$ cat src/rtl/attendant_call_dispatcher.sv
// Purpose : round-robin dispatcher presenting one lit seat call at a time to the attendant.
// Latency : a lit seat seen in IDLE is presented one cycle later; an ack produces a one-cycle cancel pulse on the next cycle.
// Backpres: none; a presented call is held until it is acknowledged or the passenger withdraws it.
//
// Ports:
//   clk            rising-edge clock
//   reset_n        synchronous active-low reset
//   seat_light     per-seat call light levels
//   attendant_ack  attendant acknowledges the presented call (level)
//   seat_cancel    one-hot, one-cycle cancel pulse to the serviced seat
//   active_valid   a call is being presented
//   active_seat    index of the presented seat (0 when nothing is presented)
//   call_pending   registered OR of seat_light
//   escalate       presented call left unacknowledged for ESC_CYCLES cycles
//   serviced_count acknowledged calls, saturating at 255
//
// Optional feature macro: CALL_ESCALATE_EN builds the escalation counter;
// without it escalate is tied to 0.
module attendant_call_dispatcher #(
    parameter int NUM_SEATS  = 8,
    parameter int SEAT_W     = 3,
    parameter int ESC_CYCLES = 16
) (
    input  logic                 clk,
    input  logic                 reset_n,
    input  logic [NUM_SEATS-1:0] seat_light,
    input  logic                 attendant_ack,
    output logic [NUM_SEATS-1:0] seat_cancel,
    output logic                 active_valid,
    output logic [SEAT_W-1:0]    active_seat,
    output logic                 call_pending,
    output logic                 escalate,
    output logic [7:0]           serviced_count
);

    // Reject configurations the dispatcher cannot index or time correctly.
    if ((NUM_SEATS < 2) || (NUM_SEATS > 16) || ((2 ** SEAT_W) < NUM_SEATS) || (ESC_CYCLES < 2)) begin : g_bad_params
        $error("attendant_call_dispatcher: illegal parameter combination");
    end

    typedef enum logic [1:0] {
        ST_IDLE    = 2'd0,
        ST_PRESENT = 2'd1,
        ST_CANCEL  = 2'd2,
        ST_SETTLE  = 2'd3
    } state_t;

    state_t                r_state;
    logic [SEAT_W-1:0]     r_rr_ptr;
    logic [SEAT_W-1:0]     r_active_seat;
    logic                  r_active_valid;
    logic [NUM_SEATS-1:0]  r_seat_cancel;
    logic                  r_call_pending;
    logic [7:0]            r_serviced_count;

    logic                  w_found;
    logic [SEAT_W-1:0]     w_sel_seat;
    logic [SEAT_W-1:0]     w_next_ptr;
    logic                  w_seat_lit;
    logic [NUM_SEATS-1:0]  w_cancel_onehot;

    // First lit seat at or above rr_ptr, wrapping at NUM_SEATS. Only real
    // seat indices are ever produced because the wrap happens before the
    // light is looked up.
    always_comb begin
        int                idx;
        logic [SEAT_W-1:0] cand;
        w_found    = 1'b0;
        w_sel_seat = '0;
        idx        = 0;
        cand       = '0;
        for (int k = 0; k < NUM_SEATS; k++) begin
            idx = int'(r_rr_ptr) + k;
            if (idx >= NUM_SEATS) begin
                idx = idx - NUM_SEATS;
            end
            cand = idx[SEAT_W-1:0];
            if (!w_found && seat_light[cand]) begin
                w_found    = 1'b1;
                w_sel_seat = cand;
            end
        end
    end

    assign w_seat_lit = seat_light[r_active_seat];

    // Pointer moves past the seat just presented so a held call cannot
    // starve the other seats.
    assign w_next_ptr = (r_active_seat == SEAT_W'(NUM_SEATS - 1)) ? '0
                                                                  : r_active_seat + SEAT_W'(1);

    always_comb begin
        w_cancel_onehot                = '0;
        w_cancel_onehot[r_active_seat] = 1'b1;
    end

    always_ff @(posedge clk) begin
        if (!reset_n) begin
            r_state          <= ST_IDLE;
            r_rr_ptr         <= '0;
            r_active_seat    <= '0;
            r_active_valid   <= 1'b0;
            r_seat_cancel    <= '0;
            r_call_pending   <= 1'b0;
            r_serviced_count <= '0;
        end else begin
            r_call_pending <= |seat_light;
            case (r_state)
                ST_IDLE: begin
                    if (w_found) begin
                        r_active_seat  <= w_sel_seat;
                        r_active_valid <= 1'b1;
                        r_state        <= ST_PRESENT;
                    end
                end
                ST_PRESENT: begin
                    // Withdrawal wins over a simultaneous ack.
                    if (!w_seat_lit) begin
                        r_state        <= ST_IDLE;
                        r_active_valid <= 1'b0;
                        r_active_seat  <= '0;
                        r_rr_ptr       <= w_next_ptr;
                    end else if (attendant_ack) begin
                        r_state       <= ST_CANCEL;
                        r_seat_cancel <= w_cancel_onehot;
                        r_rr_ptr      <= w_next_ptr;
                        if (r_serviced_count != 8'hFF) begin
                            r_serviced_count <= r_serviced_count + 8'd1;
                        end
                    end
                end
                ST_CANCEL: begin
                    r_seat_cancel  <= '0;
                    r_active_valid <= 1'b0;
                    r_active_seat  <= '0;
                    r_state        <= ST_SETTLE;
                end
                ST_SETTLE: begin
                    // Quiet cycle so the seat register's light drop is seen
                    // before the next search.
                    r_state <= ST_IDLE;
                end
                default: begin
                    r_state <= ST_IDLE;
                end
            endcase
        end
    end

`ifdef CALL_ESCALATE_EN
    localparam int                ESC_CW   = $clog2(ESC_CYCLES + 1);
    localparam logic [ESC_CW-1:0] ESC_LAST = ESC_CW'(ESC_CYCLES - 1);
    localparam logic [ESC_CW-1:0] ESC_MAX  = ESC_CW'(ESC_CYCLES);

    logic [ESC_CW-1:0] r_esc_cnt;
    logic              r_escalate;
    logic              w_hold_present;

    // True on every edge that ends a PRESENT cycle without leaving PRESENT.
    assign w_hold_present = (r_state == ST_PRESENT) && w_seat_lit && !attendant_ack;

    // r_esc_cnt holds completed PRESENT cycles; any cycle outside PRESENT
    // (including the entry edge) clears it, so each presentation starts at 0.
    always_ff @(posedge clk) begin
        if (!reset_n) begin
            r_esc_cnt  <= '0;
            r_escalate <= 1'b0;
        end else if (w_hold_present) begin
            if (r_esc_cnt >= ESC_LAST) begin
                r_escalate <= 1'b1;
            end
            if (r_esc_cnt != ESC_MAX) begin
                r_esc_cnt <= r_esc_cnt + ESC_CW'(1);
            end
        end else begin
            r_esc_cnt  <= '0;
            r_escalate <= 1'b0;
        end
    end

    assign escalate = r_escalate;
`else
    assign escalate = 1'b0;
`endif

    assign seat_cancel    = r_seat_cancel;
    assign active_valid   = r_active_valid;
    assign active_seat    = r_active_seat;
    assign call_pending   = r_call_pending;
    assign serviced_count = r_serviced_count;

endmodule
$ cat config.mk
export PLATFORM = sky130hd
export DESIGN_NAME = attendant_call_dispatcher
export DESIGN_NICKNAME = d
export VERILOG_FILES = /design/src/rtl/attendant_call_dispatcher.sv
export SDC_FILE = /design/constraint.sdc
export NUM_CORES = 1
export LEC_CHECK = 0
export CORE_MARGIN = 2
export CORE_UTILIZATION = 59
export DETAILED_ROUTE_END_ITERATION = 10
export PLACE_DENSITY_LB_ADDON = 0.2
export SLEW_MARGIN = 10
export SYNTH_ARGS = -nofsm -noshare
export SYNTH_HDL_FRONTEND = slang
export SYNTH_SLANG_ARGS = --single-unit
export TNS_END_PERCENT = 10
$ cat constraint.sdc
create_clock -name clk -period 8.8 [get_ports clk]
set_input_delay 0.88 -clock clk [delete_from_list [all_inputs] [get_ports clk]]
set_output_delay 0.88 -clock clk [all_outputs]
set_load 0.01 [all_outputs]
# Word-level counts from Yosys, hierarchy flattened
# Cells that the tools add are included.
dict set report word_totals {
  regBits 26
  in_bits 11
  out_inout_bits 22
  elab_cells 137
}
dict set report op_classes {
  n_addsub 17
  n_lt_le_gt_ge 18
  n_eq_ne 11
  n_mux 60
  reduce_logical 24
}
# op n
set op_table {}
lappend op_table {{$mux W3} 21}
lappend op_table {{$lt A3 B4 Y1 const B} 9}
lappend op_table {{$ge A4 B4 Y1 const B} 7}
lappend op_table {{$bmux W1 S3} 9}
lappend op_table {{$sub A3 B1 Y3 const B} 8}
lappend op_table {{$mux W1} 20}
lappend op_table {{$add A3 B3 Y4 const B} 4}
lappend op_table {{$mux W8} 2}
lappend op_table {{$pmux W8 S2} 1}
lappend op_table {{$ne A2 B2 Y1 const B} 5}
lappend op_table {{$pmux W3 S3} 1}
lappend op_table {{$add A3 B2 Y4 const B} 2}
lappend op_table {{$add A8 B1 Y8 const B} 1}
lappend op_table {{$logic_and A1 B1 Y1} 8}
lappend op_table {{$ne A8 B8 Y1 const B} 1}
lappend op_table {{$pmux W2 S4} 1}
lappend op_table {{$reduce_or A8 Y1} 1}
lappend op_table {{$logic_not A1 Y1} 7}
lappend op_table {{$mux W2} 3}
lappend op_table {{$reduce_and A3 Y1} 2}
lappend op_table {{$add A3 B1 Y4 const B} 1}
lappend op_table {{$eq A2 B2 Y1 const B} 2}
lappend op_table {{$ge A3 B4 Y1 const B} 1}
lappend op_table {{$reduce_and A2 Y1} 2}
lappend op_table {{other kinds (11)} 11}

# Longest topological paths before layout
dict set report logic_depth {
  word_depth 28
  mapped_depth 10
  mapped_depth_nobuf 8
}

# Worst setup path after synthesis
# Ideal clock, no wire load.
dict set report synth_path {
  path_kind {register -> register}
  start {register r_rr_ptr[0]}
  end {register r_active_seat[2], in the netlist active_seat[2]}
  setup_ps 132
  t_arrival_ps 2653
  t_required_ps 8668
  path_slack_ps 6015
  path_stages_with_launch 11
  path_buffers 2
  period_less_slack_ps 2785
  cell_sequence {dfxtp_1 > buf_6 > inv_1 > ha_1 > buf_4 > mux4_2 > mux2i_1 > a32oi_2 > or2_4 > nor4_2 > o32ai_1}
}
dict set report synth_between {
  elab_chain_cells 28
  word_cells_on_any_way 81
  classes_between {add/sub: 15; order compare: 8; eq/ne: 1; mux: 42; reduce/logical: 15}
}
# item line
set synth_rtl {}
lappend synth_rtl {{start, declared} 49} ;# logic [SEAT_W-1:0] r_rr_ptr;
lappend synth_rtl {{start signal, assigned} 122} ;# r_rr_ptr <= w_next_ptr;
lappend synth_rtl {{start signal, assigned} 126} ;# r_rr_ptr <= w_next_ptr;
lappend synth_rtl {{branches (longest 28 deep; another with $add A3 B1 Y4)} n/a}
lappend synth_rtl {{end signal, assigned} 111} ;# r_active_seat <= w_sel_seat;
lappend synth_rtl {{end, declared} 50} ;# logic [SEAT_W-1:0] r_active_seat;
# Several ways; the timed one is not identified. The select of a mux whose other input is x is not followed.
# A chain may end at the register's enable or synchronous reset.

# Final worst setup path
# Ends and elaborated chain as after synthesis.

==> impl_results.md <==
* Die Height at 65.4 um
* Post-DP HPWL at around 3600 um
* Die Span X at roughly 65 um
* CORE AREA at between 3000 and 4000 sq um
* Total number of vias at 1884
* Mux contribution to synthesized area at ~25%
* Grt total ovfl at 0
* H-tree Lvls at 1
* WP data required at roughly 8900 ps
* Row count at 22
* Nets at 286
* Max_slew headroom at 58.7%
* Layout area overhead at 15.9%
* Mapped Area at around 2200 sq um
* CTS buffer count at 3
* WL/cell at approximately 16 um
* Initial Util at 61.2%
* Tot GR Track Use at roughly 25%
* Worst-Skew Late Latency at roughly 270 ps
* Post-synth EDFFs at 0
* Cell area after placement at around 2500 sq um
* Top-area cell type share of the netlist area at between 20% and 30%
* Clk pin slew, worst setup/hold paths at 80 ps
* Final Cell Area at about 2600 sq um
* Crit-path max FO at 13
* Yosys warnings at 0
* PortBufs at 31
* Compound-cell area share of the yosys netlist at 15.4%
* Launch point of the worst path: r_rr_ptr[0]$_SDFFE_PN0P_
* Final worst-path cycle share at about two fifths
* Element type at the critical path end: flip-flop
* Status: complete, no violations
* Hold Buf Count CTS at 0
* Area share of fa/ha/maj cells after synthesis at 5.63%
* Total negative slack at 0 ps
* Max-cap violation count at 0
* Peak supply drop at 0.000171 V
* Async set or reset register ratio after synthesis at 0%
* Slowest-stage cell, CP: ha_1
* Area contributors post-synth: dfxtp_1 (23%), mux4_2 (12%), mux2i_1 (7.7%)
* Number of global-route vias before repair at between 1500 and 2000
* P per Cell Area at 235 nW/um^2
* Synth Area in XOR/XNOR at 3.94%
* Top cell type by total area after synthesis: dfxtp_1
* Setup Skew at 8.67 ps
* Die area at between 4000 and 5000 sq um
* DR vias/cell at ~6.0
* CTS tree: built
* Crit path largest cell delay at 690 ps
* CP Cell Sequence: inv_1 > ha_1 > mux4_2 > mux2i_1 > a32oi_2 > or2_4 > nor4_2 > o32ai_1
* IO Pins at 33
* Initial antenna violation count at 0
* Max Root-Sink Buffers at 2
* Worst Hold Launch: seat_cancel[2]$_SDFFE_PN0P_
* Layout cells sized above 1 at about an eighth
* Tmin final at between 3000 and 4000 ps
* Top FF cell, synth: dfxtp_1
* DR DRC count at 0
* First-pass GRT wire length at approximately 8400 um
* Unique masters post-synth at 56
* Crit Path Class: flip-flop to flip-flop
* Max-slew violation count at 0
* Worst r2r src: r_rr_ptr[0]$_SDFFE_PN0P_
* Layout Cells excl Fill at 312
* Post-Route WL at between 4000 and 5000 um
* Synth Instances at approximately 240
* Total Power at ~610 uW
* # clock sinks at 26
* Post-route ant nets at 0
* Worst Tran Pin Value at just over 600 ps
* Largest net degree at the start of global routing at 21
* Net Count, Synth at 264
* Global placement routability congestion at 0.878
* Post-CTS setup buffer count at 0
* Sequential share of the synthesized area at around a quarter
* Mapped Avg Cell Area at just over 9 sq um
* Placed insts at 308
* Static leakage at 0.952 nW
* DR iter-0 viols at slightly below 100
* Clock Tree Root: clkbuf_8
* Worst min-delay path class: flip-flop to flip-flop
* Final Hold Viols at 0
* Fmax at between 200 and 300 MHz
* Post-synthesis register bit count at 26
* # setup viols final at 0
* Startpoint Class: flip-flop
* Antenna Cells at 0
* Post-CTS sizing at 0
* Simple-gate share of the synthesized area at roughly 20%
* DR pass1 iterations at 4
* Largest family of logic cells by synthesized area: multiplexers
* Critical path data arrival time at 3680 ps
* RSZ-0062 raised after global routing: false
cell usage after synthesis, types with 4 or more instances:
master    number
nand3_1        9
nor2_1        25
a31oi_1        5
mux2_2         5
nand2b_1       8
buf_2          4
mux4_2        12
xnor2_1        7
mux2i_1       17
nand2_1       19
inv_1         14
a21o_1         4
dfxtp_1       26
clkbuf_1       5
ha_1          10
a21oi_1        7
nor3_1         4
worst paths after layout:
path                                  to  slack (ps)  cells past startpoint
max reg2reg  active_seat[2]$_SDFFE_PN0P_        5260                      8
max          active_seat[2]$_SDFFE_PN0P_        5260                      8
min          seat_cancel[2]$_SDFFE_PN0P_         500                      2
min reg2reg  seat_cancel[2]$_SDFFE_PN0P_         500                      2
metal layers:
metal,GRT usage (%),routed length [um],up-vias
met2,40.9,2360,46
li1,-,-,927
met5,0,0,-
met1,33.6,2190,899
met4,9.64,116,0
met3,3.08,196,12
flip-flops by register name, indices dropped and copies added (netlist names), named ones only:
| signal | count |
|---|---|
| seat_cancel | 8 |
| call_pending | 1 |
| serviced_count | 8 |
| active_valid | 1 |
| active_seat | 3 |
| r_rr_ptr | 3 |
| r_state | 1 |
final cells by class:
class / instances / area [sq um]
multi-input cells: 189 / 1560
fillers: 292 / 1060
flip-flops and latches: 26 / 520
repair buffers: 31 / 310
well taps: 48 / 60.1
inverters: 14 / 52.6
clock buffers: 3 / 41.3
clock inverters: 1 / 30.0
report_power, final:
part	internal [mW]	total, mW	switching [mW]
Clock	0.0609	0.0987	0.0378
Sequential	0.131	0.161	0.0298
Combinational	0.164	0.345	0.181
Total	0.357	0.605	0.249
worst max-delay path: cells and delay by family (launching register included):
kind | cells | cell delay (ps)
adders and majority gates | 1 | 690
DFF | 1 | 670
AOI/OAI and AO/OA | 2 | 360
and+or+nand+nor | 2 | 660
buffers and inverters | 1 | 250
muxes | 2 | 790
logic make-up after synthesis:
kind of cell	after synthesis
DFF	26
other	1
and+or+nand+nor	85
adders and majority gates	10
buffers and inverters	28
AOI/OAI and AO/OA	46
muxes	37
xor gates and xnor gates	10
cells in the final DEF (no fill, tap or decap), types with 2 or more instances in the layout:
master / n
a2111oi_0: 3
a211oi_1: 3
a21o_1: 4
a21oi_1: 7
a22o_1: 2
a2bb2oi_1: 3
a31oi_1: 5
and2_1: 3
clkbuf_8: 3
clkdlybuf4s50_1: 31
dfxtp_1: 26
ha_1: 10
inv_1: 14
mux2_2: 5
mux2i_1: 17
mux4_2: 12
nand2_1: 19
nand2b_1: 8
nand3_1: 9
nor2_1: 25
nor2_2: 2
nor2b_1: 2
nor3_1: 4
nor3_2: 3
o211ai_1: 2
o22ai_1: 3
o32ai_1: 2
or3_1: 2
xnor2_1: 7
xor2_1: 3
stage by stage:
stage	util, %	hold slack (ps)	setup slack (ps)
2_1_floorplan	-	468	6020
3_3_place_gp	69.0	485	5410
3_5_place_dp	69.0	486	5270
4_1_cts	70.9	508	5240
5_1_grt	70.9	534	4920
6_report	70.9	502	5260
Note: power is estimated with default switching activity, not from simulation.
